[src/rtl/ctrl_pkg.sv]
// ctrl_pkg: shared encodings for the multicycle RV32I control FSM.
// Holds the state enum, the ALU operation select codes (identical to the
// ALU's own encoding), the opcode constants, the mux select encodings and
// the bundle of registered control outputs.
// No ports (package).
package ctrl_pkg;

  typedef enum logic [3:0] {
    S_FETCH,
    S_DECODE,
    S_MEMADR,
    S_MEMREAD,
    S_MEMWB,
    S_MEMWRITE,
    S_EXECUTER,
    S_EXECUTEI,
    S_ALUWB,
    S_BEQ,
    S_JAL,
    S_LUI
  } statetype;

  // ALU operation select, must stay in lockstep with the ALU
  localparam logic [2:0] ALU_ADD   = 3'b000;
  localparam logic [2:0] ALU_SUB   = 3'b001;
  localparam logic [2:0] ALU_AND   = 3'b010;
  localparam logic [2:0] ALU_OR    = 3'b011;
  localparam logic [2:0] ALU_PASSB = 3'b100;
  localparam logic [2:0] ALU_SLT   = 3'b101;

  // Class of ALU operation chosen by the FSM before funct decoding
  localparam logic [1:0] ALUOP_ADD   = 2'b00;
  localparam logic [1:0] ALUOP_SUB   = 2'b01;
  localparam logic [1:0] ALUOP_FUNCT = 2'b10;

  localparam logic [6:0] OP_LOAD   = 7'b0000011;
  localparam logic [6:0] OP_STORE  = 7'b0100011;
  localparam logic [6:0] OP_RTYPE  = 7'b0110011;
  localparam logic [6:0] OP_ITYPE  = 7'b0010011;
  localparam logic [6:0] OP_BRANCH = 7'b1100011;
  localparam logic [6:0] OP_JAL    = 7'b1101111;
  localparam logic [6:0] OP_LUI    = 7'b0110111;

  localparam logic [1:0] SRCA_PC    = 2'b00;
  localparam logic [1:0] SRCA_OLDPC = 2'b01;
  localparam logic [1:0] SRCA_RS1   = 2'b10;

  localparam logic [1:0] SRCB_RS2  = 2'b00;
  localparam logic [1:0] SRCB_IMM  = 2'b01;
  localparam logic [1:0] SRCB_FOUR = 2'b10;

  localparam logic [1:0] RES_ALUOUT    = 2'b00;
  localparam logic [1:0] RES_MEMDATA   = 2'b01;
  localparam logic [1:0] RES_ALURESULT = 2'b10;

  localparam logic [2:0] IMM_I = 3'b000;
  localparam logic [2:0] IMM_S = 3'b001;
  localparam logic [2:0] IMM_B = 3'b010;
  localparam logic [2:0] IMM_J = 3'b011;
  localparam logic [2:0] IMM_U = 3'b100;

  // Control outputs that are pure functions of the FSM state
  typedef struct packed {
    logic [2:0] alu_control;
    logic [1:0] alu_src_a;
    logic [1:0] alu_src_b;
    logic [1:0] result_src;
    logic       adr_src;
    logic       ir_write;
    logic       pc_write;
    logic       reg_write;
    logic       mem_write;
    logic       instr_done;
  } ctrl_t;

  // Immediate format is a direct function of the opcode
  function automatic logic [2:0] imm_src_for(input logic [6:0] op);
    logic [2:0] imm;
    imm = IMM_I;
    case (op)
      OP_LOAD, OP_ITYPE: imm = IMM_I;
      OP_STORE:          imm = IMM_S;
      OP_BRANCH:         imm = IMM_B;
      OP_JAL:            imm = IMM_J;
      OP_LUI:            imm = IMM_U;
      default:           imm = IMM_I;
    endcase
    return imm;
  endfunction

endpackage

[src/rtl/multicycle_controller_if.sv]
// multicycle_controller_if: bundle between the control FSM and the datapath.
// Datapath -> controller: op, funct3, funct7b5 (from the instruction
// register) and Zero (ALU flag).
// Controller -> datapath: ALU select, operand/result/address mux selects,
// immediate format, write enables and the InstrDone/IllegalInstr pulses.
// master modport: the controller. slave modport: the datapath.
interface multicycle_controller_if;
  logic [6:0] op;
  logic [2:0] funct3;
  logic       funct7b5;
  logic       Zero;
  logic [2:0] ALUControl;
  logic [1:0] ALUSrcA;
  logic [1:0] ALUSrcB;
  logic [1:0] ResultSrc;
  logic [2:0] ImmSrc;
  logic       AdrSrc;
  logic       IRWrite;
  logic       PCWrite;
  logic       RegWrite;
  logic       MemWrite;
  logic       InstrDone;
  logic       IllegalInstr;

  modport master (
    input  op, funct3, funct7b5, Zero,
    output ALUControl, ALUSrcA, ALUSrcB, ResultSrc, ImmSrc, AdrSrc,
           IRWrite, PCWrite, RegWrite, MemWrite, InstrDone, IllegalInstr
  );

  modport slave (
    output op, funct3, funct7b5, Zero,
    input  ALUControl, ALUSrcA, ALUSrcB, ResultSrc, ImmSrc, AdrSrc,
           IRWrite, PCWrite, RegWrite, MemWrite, InstrDone, IllegalInstr
  );
endinterface

[src/rtl/alu_decoder.sv]
// alu_decoder: combinational ALU operation decode.
// Ports: alu_op (operation class from the FSM), funct3, funct7b5, op5
// (instruction[5], separates R-type from I-type) -> alu_control and illegal.
// Optional feature macro CTRL_BNE_EN: when defined, branch funct3 001 (bne)
// is legal; otherwise only beq (funct3 000) is.
module alu_decoder
  import ctrl_pkg::*;
(
  input  logic [1:0] alu_op,
  input  logic [2:0] funct3,
  input  logic       funct7b5,
  input  logic       op5,
  output logic [2:0] alu_control,
  output logic       illegal
);

  // Map the operation class and funct fields onto an ALU select; encodings
  // outside the supported subset raise illegal so DECODE can abandon them.
  always_comb begin
    alu_control = ALU_ADD;
    illegal     = 1'b0;
    case (alu_op)
      ALUOP_ADD: alu_control = ALU_ADD;
      ALUOP_SUB: begin
        alu_control = ALU_SUB;
`ifdef CTRL_BNE_EN
        illegal = (funct3 != 3'b000) && (funct3 != 3'b001);
`else
        illegal = (funct3 != 3'b000);
`endif
      end
      ALUOP_FUNCT: begin
        case (funct3)
          // subtraction only exists in the register form (addi has no subi)
          3'b000:  alu_control = (op5 && funct7b5) ? ALU_SUB : ALU_ADD;
          3'b010:  alu_control = ALU_SLT;
          3'b110:  alu_control = ALU_OR;
          3'b111:  alu_control = ALU_AND;
          default: illegal = 1'b1;
        endcase
      end
      default: illegal = 1'b1;
    endcase
  end

endmodule

[src/rtl/multicycle_controller.sv]
// multicycle_controller: Moore control FSM for the multicycle RV32I datapath.
// Ports: clk (rising edge), reset (synchronous, active high), bus (master
// modport of multicycle_controller_if carrying op/funct3/funct7b5/Zero in and
// all ALU, mux, immediate and write-enable controls out).
// Optional feature macro CTRL_BNE_EN: accepts bne and makes the branch state
// load the PC on Zero XOR funct3[0]; without it bne is flagged illegal.
module multicycle_controller
  import ctrl_pkg::*;
(
  input  logic             clk,
  input  logic             reset,
  multicycle_controller_if.master bus
);

  statetype   state;
  statetype   next_state;
  ctrl_t      ctrl_q;
  ctrl_t      ctrl_next;
  logic [1:0] alu_op;
  logic       op_known;
  logic [2:0] dec_alu_control;
  logic       dec_illegal;
  logic       decode_illegal;
  logic       branch_taken;

  // Control word for each state; exec_alu is the decoded operation used by
  // the two execute states.
  function automatic ctrl_t outputs_for(input statetype s, input logic [2:0] exec_alu);
    ctrl_t c;
    c = '0;
    case (s)
      S_FETCH: begin
        c.adr_src     = 1'b0;
        c.ir_write    = 1'b1;
        c.alu_src_a   = SRCA_PC;
        c.alu_src_b   = SRCB_FOUR;
        c.alu_control = ALU_ADD;
        c.result_src  = RES_ALURESULT;
        c.pc_write    = 1'b1;
      end
      S_DECODE: begin
        c.alu_src_a   = SRCA_OLDPC;
        c.alu_src_b   = SRCB_IMM;
        c.alu_control = ALU_ADD;
      end
      S_MEMADR: begin
        c.alu_src_a   = SRCA_RS1;
        c.alu_src_b   = SRCB_IMM;
        c.alu_control = ALU_ADD;
      end
      S_MEMREAD: begin
        c.result_src = RES_ALUOUT;
        c.adr_src    = 1'b1;
      end
      S_MEMWB: begin
        c.result_src = RES_MEMDATA;
        c.reg_write  = 1'b1;
        c.instr_done = 1'b1;
      end
      S_MEMWRITE: begin
        c.result_src = RES_ALUOUT;
        c.adr_src    = 1'b1;
        c.mem_write  = 1'b1;
        c.instr_done = 1'b1;
      end
      S_EXECUTER: begin
        c.alu_src_a   = SRCA_RS1;
        c.alu_src_b   = SRCB_RS2;
        c.alu_control = exec_alu;
      end
      S_EXECUTEI: begin
        c.alu_src_a   = SRCA_RS1;
        c.alu_src_b   = SRCB_IMM;
        c.alu_control = exec_alu;
      end
      S_ALUWB: begin
        c.result_src = RES_ALUOUT;
        c.reg_write  = 1'b1;
        c.instr_done = 1'b1;
      end
      // PC load depends on Zero from this very cycle, so it is added
      // combinationally at the output instead of being registered here
      S_BEQ: begin
        c.alu_src_a   = SRCA_RS1;
        c.alu_src_b   = SRCB_RS2;
        c.alu_control = ALU_SUB;
        c.result_src  = RES_ALUOUT;
        c.instr_done  = 1'b1;
      end
      S_JAL: begin
        c.alu_src_a   = SRCA_OLDPC;
        c.alu_src_b   = SRCB_FOUR;
        c.alu_control = ALU_ADD;
        c.result_src  = RES_ALUOUT;
        c.pc_write    = 1'b1;
      end
      S_LUI: begin
        c.alu_src_b   = SRCB_IMM;
        c.alu_control = ALU_PASSB;
      end
      default: c = '0;
    endcase
    return c;
  endfunction

  // Classify the opcode: which ALU operation class it needs and whether the
  // controller supports it at all.
  always_comb begin
    alu_op   = ALUOP_ADD;
    op_known = 1'b1;
    case (bus.op)
      OP_RTYPE, OP_ITYPE:        alu_op = ALUOP_FUNCT;
      OP_BRANCH:                 alu_op = ALUOP_SUB;
      OP_LOAD, OP_STORE, OP_JAL,
      OP_LUI:                    alu_op = ALUOP_ADD;
      default:                   op_known = 1'b0;
    endcase
  end

  alu_decoder u_alu_decoder (
    .alu_op      (alu_op),
    .funct3      (bus.funct3),
    .funct7b5    (bus.funct7b5),
    .op5         (bus.op[5]),
    .alu_control (dec_alu_control),
    .illegal     (dec_illegal)
  );

  assign decode_illegal = !op_known || dec_illegal;

  // Next-state logic; illegal encodings are caught while still in DECODE so
  // no execute state ever runs with an unsupported funct3.
  always_comb begin
    next_state = S_FETCH;
    case (state)
      S_FETCH: next_state = S_DECODE;
      S_DECODE: begin
        if (!decode_illegal) begin
          case (bus.op)
            OP_LOAD, OP_STORE: next_state = S_MEMADR;
            OP_RTYPE:          next_state = S_EXECUTER;
            OP_ITYPE:          next_state = S_EXECUTEI;
            OP_BRANCH:         next_state = S_BEQ;
            OP_JAL:            next_state = S_JAL;
            OP_LUI:            next_state = S_LUI;
            default:           next_state = S_FETCH;
          endcase
        end
      end
      S_MEMADR:  next_state = bus.op[5] ? S_MEMWRITE : S_MEMREAD;
      S_MEMREAD: next_state = S_MEMWB;
      S_EXECUTER, S_EXECUTEI, S_JAL, S_LUI: next_state = S_ALUWB;
      default:   next_state = S_FETCH;
    endcase
  end

  // Outputs are registered alongside the state by computing the control
  // word of the state being entered.
  always_comb begin
    ctrl_next = outputs_for(next_state, dec_alu_control);
  end

  // State and registered control word; unused encodings fall back to FETCH
  // through the next-state default.
  always_ff @(posedge clk) begin
    if (reset) begin
      state  <= S_FETCH;
      ctrl_q <= outputs_for(S_FETCH, ALU_ADD);
    end else begin
      state  <= next_state;
      ctrl_q <= ctrl_next;
    end
  end

`ifdef CTRL_BNE_EN
  assign branch_taken = bus.Zero ^ bus.funct3[0];
`else
  assign branch_taken = bus.Zero;
`endif

  assign bus.ALUControl = ctrl_q.alu_control;
  assign bus.ALUSrcA    = ctrl_q.alu_src_a;
  assign bus.ALUSrcB    = ctrl_q.alu_src_b;
  assign bus.ResultSrc  = ctrl_q.result_src;
  assign bus.AdrSrc     = ctrl_q.adr_src;
  assign bus.ImmSrc     = imm_src_for(bus.op);

  // Enables are masked by reset directly so a reset landing mid-instruction
  // suppresses any write in that same cycle.
  assign bus.IRWrite      = ctrl_q.ir_write   && !reset;
  assign bus.PCWrite      = (ctrl_q.pc_write || (state == S_BEQ && branch_taken)) && !reset;
  assign bus.RegWrite     = ctrl_q.reg_write  && !reset;
  assign bus.MemWrite     = ctrl_q.mem_write  && !reset;
  assign bus.InstrDone    = ctrl_q.instr_done && !reset;
  assign bus.IllegalInstr = (state == S_DECODE) && decode_illegal && !reset;

endmodule

[src/flat_wrapper.sv]
// flat-port wrapper written by rule: the top's interface ports become plain ports
module multicycle_controller_flat import ctrl_pkg::*;
  (clk, reset, bus_op, bus_funct3, bus_funct7b5, bus_Zero, bus_ALUControl, bus_ALUSrcA, bus_ALUSrcB, bus_ResultSrc, bus_ImmSrc, bus_AdrSrc, bus_IRWrite, bus_PCWrite, bus_RegWrite, bus_MemWrite, bus_InstrDone, bus_IllegalInstr);
  multicycle_controller_if bus_i ();
  input  logic clk;
  input  logic reset;
  input wire logic [$bits(bus_i.op)-1:0] bus_op;
  input wire logic [$bits(bus_i.funct3)-1:0] bus_funct3;
  input wire logic [$bits(bus_i.funct7b5)-1:0] bus_funct7b5;
  input wire logic [$bits(bus_i.Zero)-1:0] bus_Zero;
  output wire logic [$bits(bus_i.ALUControl)-1:0] bus_ALUControl;
  output wire logic [$bits(bus_i.ALUSrcA)-1:0] bus_ALUSrcA;
  output wire logic [$bits(bus_i.ALUSrcB)-1:0] bus_ALUSrcB;
  output wire logic [$bits(bus_i.ResultSrc)-1:0] bus_ResultSrc;
  output wire logic [$bits(bus_i.ImmSrc)-1:0] bus_ImmSrc;
  output wire logic [$bits(bus_i.AdrSrc)-1:0] bus_AdrSrc;
  output wire logic [$bits(bus_i.IRWrite)-1:0] bus_IRWrite;
  output wire logic [$bits(bus_i.PCWrite)-1:0] bus_PCWrite;
  output wire logic [$bits(bus_i.RegWrite)-1:0] bus_RegWrite;
  output wire logic [$bits(bus_i.MemWrite)-1:0] bus_MemWrite;
  output wire logic [$bits(bus_i.InstrDone)-1:0] bus_InstrDone;
  output wire logic [$bits(bus_i.IllegalInstr)-1:0] bus_IllegalInstr;
  assign bus_i.op = bus_op;
  assign bus_i.funct3 = bus_funct3;
  assign bus_i.funct7b5 = bus_funct7b5;
  assign bus_i.Zero = bus_Zero;
  assign bus_ALUControl = bus_i.ALUControl;
  assign bus_ALUSrcA = bus_i.ALUSrcA;
  assign bus_ALUSrcB = bus_i.ALUSrcB;
  assign bus_ResultSrc = bus_i.ResultSrc;
  assign bus_ImmSrc = bus_i.ImmSrc;
  assign bus_AdrSrc = bus_i.AdrSrc;
  assign bus_IRWrite = bus_i.IRWrite;
  assign bus_PCWrite = bus_i.PCWrite;
  assign bus_RegWrite = bus_i.RegWrite;
  assign bus_MemWrite = bus_i.MemWrite;
  assign bus_InstrDone = bus_i.InstrDone;
  assign bus_IllegalInstr = bus_i.IllegalInstr;
  multicycle_controller u_core (.clk(clk), .reset(reset), .bus(bus_i));
endmodule
[config.mk]
export PLATFORM = sky130hd
export DESIGN_NAME = multicycle_controller_flat
export DESIGN_NICKNAME = d
export VERILOG_FILES = /design/src/rtl/ctrl_pkg.sv /design/src/rtl/multicycle_controller_if.sv /design/src/rtl/alu_decoder.sv /design/src/rtl/multicycle_controller.sv /design/src/flat_wrapper.sv
export SDC_FILE = /design/constraint.sdc
export NUM_CORES = 1
export LEC_CHECK = 0
export CAP_MARGIN = 0
export CORE_MARGIN = 5
export CORE_UTILIZATION = 47
export DETAILED_ROUTE_END_ITERATION = 12
export MAX_ROUTING_LAYER = met4
export PLACE_DENSITY = 0.85
export SLEW_MARGIN = 40
export SYNTH_ARGS = -nofsm -noshare
export SYNTH_HDL_FRONTEND = slang
export SYNTH_SLANG_ARGS = --single-unit
[constraint.sdc]
create_clock -name clk -period 4.25 [get_ports clk]
set_clock_uncertainty 0.05 [all_clocks]
set_input_delay 1.0625 -clock clk [delete_from_list [all_inputs] [get_ports clk]]
set_output_delay 1.0625 -clock clk [all_outputs]
set_load 0.005 [all_outputs]
==> out/qor.yml, run 1 <==
timing.setup.critical_path_class: "input pin to output pin"
clock_sink_count: 18
clock_root_cell: "sky130_fd_sc_hd__clkbuf_4"
dr.first_iter.drc_count: 47
groute.usage.overall_pct: 19.37
post_synth_inst_count: 142
rrSetupSlack_ns: 2.06
wire_length_of_the_first_global_routing_pass_microns: 5112
dr.pass1.iters: 4
worst_r2r_startpoint: "u_core.state[2]$_SDFF_PP0_"
cts.path.max_buffers: 2
grt_remaining_overflow: 0
tritoncts_clock_tree: "done"
critical-path-slowest-cell: "sky130_fd_sc_hd__or3_4"
hold_viol: 0
start_util_pct: 48.98
drc: 0
vdd_ir_drop_max_v: 0.0001924
layout-drive-gt1-share_pct: 30.00
yosysSeqAreaShare_pct: 29.97
postSynth.asyncResetShare_pct: 0
total_leakage_power_nw: 0.7031
critical_path.max_stage_delay_ns: 0.41
endpoint_worst_hold: "u_core.ctrl_q[1]$_SDFF_PP0_"
run_status: "finished, final reports clean"
yosys.area_share.xor_xnor_pct: 2.914
dp_slack_ns: -0.7016
layout.filler_cells: 179
clk_transition_reported_paths_ns: 0.10
crit_path_cell_trace: "dlygate4sd2_1 -> and3_4 -> nand2_2 -> or3_4 -> inv_4 -> ha_4 -> o21ai_2 -> o311ai_4 -> o21bai_4 -> nor2_2 -> nor4_2 -> buf_2"
rr_endpoint: "u_core.bus.ALUControl[2]$_SDFF_PP0_"
cts_max_level: 1
synth_fa_ha_area_share_pct: 3.122
floorplan.die.height_microns: 60.58
max_cap_viol_count: 0
finalWirelength_microns: 3396
critPathCaptureType: "output pin"
num_rows: 18
place_congestion: 0.8961
placedInstanceArea_sq_um: 1629
synth-compound-area-share_pct: 22.37
drv_slew: 0
synth_ff_type: "sky130_fd_sc_hd__dfxtp_1"
synth_cell_type_count: 51
synth-seq-cells: 18
setup_slack_ns: 0.07340
drtAntennaViolNets: 0
setup_viol: 0
hold_class: "register to register"
finalInstanceArea_sq_um: 1779
hold_ws_ns: 0.5970
cellPowerDensity_nw_per_um2: 203.9
grt_antenna_before_repair: 0
slew_headroom_pct: 66.04
critical_path.startpoint_type: "input pin"
detailroute.wirelength.met3_microns: 220
rsz_0062_raised_after_global_routing: "no"
detailroute.wirelength.met2_microns: 1741
worst_hold_depth: 2
synthToLayoutAreaGrowth_pct: 47.97
core_area_sq_um: 2455
grt_pass1_vias: 1203
r2r.worst_path.cells: 6
yosys-mux-area-fraction_pct: 0
via_per_inst: 5.705
mean_syn_cell_area_sq_um: 8.468
clk_latency_ns: 0.29
syn_nets: 159
minimum_period_implied_by_the_final_worst_setup_slack_ns: 4.177
netlist_area_sq_um: 1202
port_buffers: 32
cts_made_buffers: 3
cp.arrival_ns: 3.06
hold_path.startpoint: "u_core.state[1]$_SDFF_PP0_"
cp.required_ns: 3.14
worstMarginPinSlew_ns: 0.5075
antenna_cells: 0
place.detailed.hpwl_microns: 2454
share_of_the_cycle_needed_by_the_critical_path_after_routing_pct: 98.27
grt_start_max_net_pins: 20
via_count: 1255
synth-simple-area-share_pct: 31.43
design.portCount: 33
routedLengthMet1_microns: 1319
synthesis.yosys.warnings: 0
route.top_layer_used: "met4"
fmax_ghz: 0.2394
worst-path-max-fanout: 4
synth_enable_flop_cells: 0
num-nets-final: 208
synth_top_family_by_area: "simple AND/OR/NAND/NOR gates"
detail_route.wl_per_cell_microns: 15.44
fp.dieW_microns: 60.58
floorplan.die_area_sq_um: 3670
-- cells in the mapped netlist (all sizes together) (2+ instances only) --
| library cell | instances | area share [%] |
|---|---|---|
| dfxtp | 18 | 30 |
| nor2 | 15 | 4.7 |
| buf | 13 | 8.3 |
| nand2 | 10 | 3.1 |
| nor2b | 7 | 3.6 |
| or3 | 6 | 3.3 |
| a21oi | 5 | 2.1 |
| inv | 5 | 1.6 |
| nor3 | 5 | 2.1 |
| o21ai | 5 | 3.3 |
| nand3 | 4 | 1.7 |
| a31oi | 3 | 1.6 |
| ha | 3 | 3.1 |
| nand2b | 3 | 1.8 |
| xor2 | 3 | 2.2 |
| a31o | 2 | 1.5 |
| and2 | 2 | 1.0 |
| nand3b | 2 | 1.2 |
| nor4 | 2 | 1.0 |
| o21a | 2 | 1.2 |
| o21bai | 2 | 2.2 |
| o311ai | 2 | 1.5 |
| o31ai | 2 | 1.7 |
| or2 | 2 | 1.0 |
| or4 | 2 | 1.2 |
-- cells in the final DEF (no fill, tap or decap), drive strengths merged, types with 2 or more instances in the layout --
cell           synthesis  routed
nor2b                  7       7
nand3                  4       4
or2                    2       2
clkbuf                 1       4
nand3b                 2       2
or4                    2       2
o311ai                 2       2
o21bai                 2       2
nor4                   2       2
dlymetal6s2s           0       3
xor2                   3       3
o21ai                  5       5
dfxtp                 18      18
or3                    6       6
a31o                   2       2
nand2b                 3       3
dlygate4sd2            0       3
nand2                 10      10
o31ai                  2       2
and2                   2       2
buf                   13      27
a31oi                  3       3
o21a                   2       2
nor3                   5       5
inv                    5       5
ha                     3       3
clkdlybuf4s50          0      24
nor2                  15      15
a21oi                  5       5
-- worst max-delay path: cells and delay by family --
family	cells	cell delay, ns
simple gates	5	0.98
compound gates	3	0.35
fa+ha+maj	1	0.16
buf+inv	3	0.51
-- area by class of cell --
class | count | area [sq um] | area share (%)
repair buffers | 58 | 518.0 | 29.11
clock buffers | 4 | 36.28 | 2.039
inverters | 5 | 21.27 | 1.195
multi-input cells | 105 | 805.8 | 45.29
flip-flops and latches | 18 | 360.3 | 20.25
well taps | 30 | 37.54 | 2.110
-- what timing repair did --
item | CTS | global route
hold buffers | 0 | 0
setup buffers | 2 | 1
cloned | 0 | 0
gates resized for setup | 21 | 13
setup endpoints to repair | 1 | 1
pin swaps | 4 | 3
endpoints found under the hold margin | 0 | 0
-- metal layers --
metal | vias to the layer above | global-route usage [%]
met1 | 565 | 20.47
met4 | 0 | 10.22
met5 | - | -
met3 | 14 | 4.681
met2 | 72 | 33.13
li1 | 604 | -
-- power by group --
part / total [mW] / internal, mW / switching, mW
Clock: 0.102 / 0.0522 / 0.0495
Sequential: 0.176 / 0.173 / 0.00292
Combinational: 0.0849 / 0.0453 / 0.0396
-- worst max path at each step --
| stage | slack, ns | endpoint | cells past startpoint | from |
|---|---|---|---|---|
| 2_1_floorplan | 0.18 | bus_IllegalInstr | 8 | bus_op[2] |
| 3_3_place_gp | -0.62 | bus_IllegalInstr | 10 | bus_op[1] |
| 3_5_place_dp | -0.70 | bus_IllegalInstr | 13 | bus_op[4] |
| 4_1_cts | 0.005 | bus_IllegalInstr | 12 | bus_op[5] |
| 5_1_grt | 0.003 | bus_IllegalInstr | 12 | bus_op[0] |
| 6_report | 0.07 | bus_IllegalInstr | 12 | bus_op[1] |
-- through the flow --
stage | cells | TNS, ns | utilization, % | total power [mW]
6_report | 220 | 0 | 72.48 | 0.3627
5_1_grt | 220 | 0 | 72.48 | 0.3833
4_1_cts | 219 | 0 | 69.83 | 0.3596
3_5_place_dp | 213 | -0.7513 | 66.36 | 0.2585
3_3_place_gp | 213 | -0.6206 | 66.36 | 0.2555
2_1_floorplan | 142 | 0 | - | 0.2184
-- sequential cells by signal, summed over array words and instances, names as in the netlist --
signal / count
u_core.bus.ALUControl: 3
u_core.bus.ALUSrcB: 2
u_core.bus.AdrSrc: 1
u_core.bus.ALUSrcA: 2
u_core.state: 4
u_core.bus.ResultSrc: 2
u_core.ctrl_q: 4
-- logic make-up (layout without fill, tap and decap cells) --
kind of cell	after synthesis	count (layout)
AO/OA/AOI/OAI	31	31
XOR/XNOR	4	4
adder cells (fa/ha/maj)	3	3
buffers and inverters	19	67
flip-flops	18	18
AND/OR/NAND/NOR	67	67
Note: power is estimated with default switching activity, not from simulation.
==> run 2: changes to the inputs <==
--- a/config.mk
+++ b/config.mk
@@ -6,7 +6,7 @@
 export NUM_CORES = 1
 export LEC_CHECK = 0
 export CAP_MARGIN = 0
-export CORE_MARGIN = 5
+export CORE_MARGIN = 3
 export CORE_UTILIZATION = 47
 export DETAILED_ROUTE_END_ITERATION = 12
 export MAX_ROUTING_LAYER = met4
==> run 2 against run 1 <==
  * Maximum frequency is 1.9% higher
  * Wire length is 1.8% lower
  * Die area is 13% lower
  * Final area is 0.14% lower
  * Worst setup slack better by 0.079 ns
  * Critical endpoint unchanged
==> out/qor.yml, run 2 (same netlist as run 1, synthesis figures left out) <==
critPathCaptureType: "output pin"
vdd_ir_drop_max_v: 0.0002235
multiInputGateArea_sq_um: 817.0
grt_pass1_vias: 1172
stdcell_count: 217
share_of_the_cycle_needed_by_the_critical_path_after_routing_pct: 96.42
placed_cells: 210
drc: 0
antenna_cells: 0
hold_ws_ns: 0.5774
minimum_period_implied_by_the_final_worst_setup_slack_ns: 4.098
fmax_ghz: 0.2440
synthToLayoutAreaGrowth_pct: 47.76
clock_sink_count: 18
setup_viol: 0
run_status: "finished, final reports clean"
worstPathBufferInverterCount: 3
clock_root_cell: "sky130_fd_sc_hd__clkbuf_4"
start_util_pct: 51.86
max_cap_viol_count: 0
core_area_sq_um: 2318
switching_share_pct: 25.56
worst-path-max-fanout: 4
cellInternalPower_mw: 0.2696
total_leakage_power_nw: 0.6994
groute.layer.met2.usage_pct: 34.82
cts_max_level: 1
critical_path.max_stage_delay_ns: 0.35
setup_slack_ns: 0.1520
dr.pass1.iters: 5
netSwitchingPower_mw: 0.09260
fin_setup_tns_ns: 0
clk_transition_reported_paths_ns: 0.10
mostFrequentLayoutCells: "sky130_fd_sc_hd__buf_4, sky130_fd_sc_hd__clkdlybuf4s50_1, sky130_fd_sc_hd__dfxtp_1"
finalWirelength_microns: 3336
layout.filler_cells: 152
detail_route.wl_per_cell_microns: 15.37
hold_class: "register to register"
cp.arrival_ns: 2.99
floorplan.die.height_microns: 56.58
share_comb_of_total_power_pct: 23.0
grt_remaining_overflow: 0
rsz_0062_raised_after_global_routing: "no"
drv_slew: 0
finalInstanceArea_sq_um: 1777
hold_viol: 0
placedInstanceArea_sq_um: 1619
via_per_inst: 5.673
cts_made_buffers: 3
critical-path-slowest-cell: "sky130_fd_sc_hd__or3_4"
power_frac_clock_pct: 28.5
postLayoutCoreUtil_pct: 76.63
slew_headroom_pct: 62.64
num-nets-final: 207
grt_antenna_before_repair: 0
place.detailed.hpwl_microns: 2392
fp.dieW_microns: 56.58
post-layout-total-power_mw: 0.3622
grt_start_max_net_pins: 20
critical_path.startpoint_type: "input pin"
floorplan.die_area_sq_um: 3201
dp_slack_ns: -0.7355
mostFrequentLayoutCell: "sky130_fd_sc_hd__buf_4"
worstMarginPinSlew_ns: 0.5583
crit_path_cell_trace: "dlygate4sd2_1 -> and3_4 -> nand2_2 -> or3_4 -> inv_4 -> ha_4 -> o21ai_2 -> o311ai_4 -> o21bai_4 -> nor2_1 -> nor4_1 -> buf_2"
cellPowerDensity_nw_per_um2: 203.9
tritoncts_clock_tree: "done"
place_congestion: 0.9395
dr.first_iter.drc_count: 31
cp.required_ns: 3.14
timing.setup.critical_path_class: "input pin to output pin"
num_rows: 17
seqCellArea_sq_um: 360.3
layout-drive-gt1-share_pct: 29.63
grt-busiest-layer: "met2"
met1_usage_pct: 26.15
groute.usage.overall_pct: 21.65
wire_length_of_the_first_global_routing_pass_microns: 5340
drtAntennaViolNets: 0
rrSetupSlack_ns: 2.10
via_count: 1231
design.portCount: 33
cts.path.max_buffers: 2
clk_latency_ns: 0.29
port_buffers: 32
crit_family: "simple AND/OR/NAND/NOR gates"
met3_usage_pct: 6.437
power_frac_seq_pct: 48.5
-- run 2: final timing paths --
| kind | start | endpoint | depth (start not counted) |
|---|---|---|---|
| setup / recovery | bus_op[1] | bus_IllegalInstr | 12 |
| setup reg to reg | u_core.state[2]$_SDFF_PP0_ | u_core.bus.ALUControl[2]$_SDFF_PP0_ | 6 |
| hold reg to reg | u_core.state[0]$_SDFF_PP0_ | u_core.bus.ALUSrcA[1]$_SDFF_PP0_ | 2 |
| hold / removal | u_core.state[0]$_SDFF_PP0_ | u_core.bus.ALUSrcA[1]$_SDFF_PP0_ | 2 |
-- run 2: power by group through the flow --
stage | combinational [mW] | clock (mW) | sequential (mW)
after floorplan | 0.0392 | 0 | 0.179
after global placement | 0.0752 | 0 | 0.179
after detailed placement | 0.0773 | 0 | 0.180
after CTS | 0.0798 | 0.106 | 0.176
after global routing | 0.0898 | 0.111 | 0.176
final | 0.0831 | 0.103 | 0.176
-- run 2: what timing repair did --
action / 4_1_cts / 5_1_grt
gates resized for setup: 24 / 11
setup endpoints to repair: 1 / 1
setup buffers: 1 / 2
pin swaps: 3 / 4
endpoints found under the hold margin: 0 / 0
hold buffers: 0 / 0
-- run 2: area by class of cell --
type / instances / share of cell area (%)
multi-input combinational: 105 / 45.99
sequential: 18 / 20.28
timing repair buffer: 57 / 28.52
inverter: 5 / 1.197
tap: 28 / 1.972
clock buffer: 4 / 2.042
-- run 2: layer usage --
layer | part of all wire (%) | vias up | wire length (microns)
met2 | 49 | 43 | 1644
met3 | 6.6 | 11 | 220
li1 | - | 593 | -
met5 | 0 | - | 0
met4 | 2.2 | 0 | 74
met1 | 42 | 584 | 1397
-- run 2: worst reg2reg max path: stages (launching register included) --
cell,delay [ns]
sky130_fd_sc_hd__dfxtp_1,0.36
sky130_fd_sc_hd__or2_2,0.36
sky130_fd_sc_hd__nor2_1,0.16
sky130_fd_sc_hd__nand3_1,0.20
sky130_fd_sc_hd__o32a_4,0.36
sky130_fd_sc_hd__or4_1,0.51
sky130_fd_sc_hd__o31ai_1,0.08
==> run 3: changes to the inputs <==
--- a/config.mk
+++ b/config.mk
@@ -8,6 +8,7 @@
 export CAP_MARGIN = 0
 export CORE_MARGIN = 3
 export CORE_UTILIZATION = 47
+export CTS_CLUSTER_DIAMETER = 200
 export DETAILED_ROUTE_END_ITERATION = 12
 export MAX_ROUTING_LAYER = met4
 export PLACE_DENSITY = 0.85
==> results of run 3 <==
The final DEF is identical to that of run 2; final timing and power are the same.
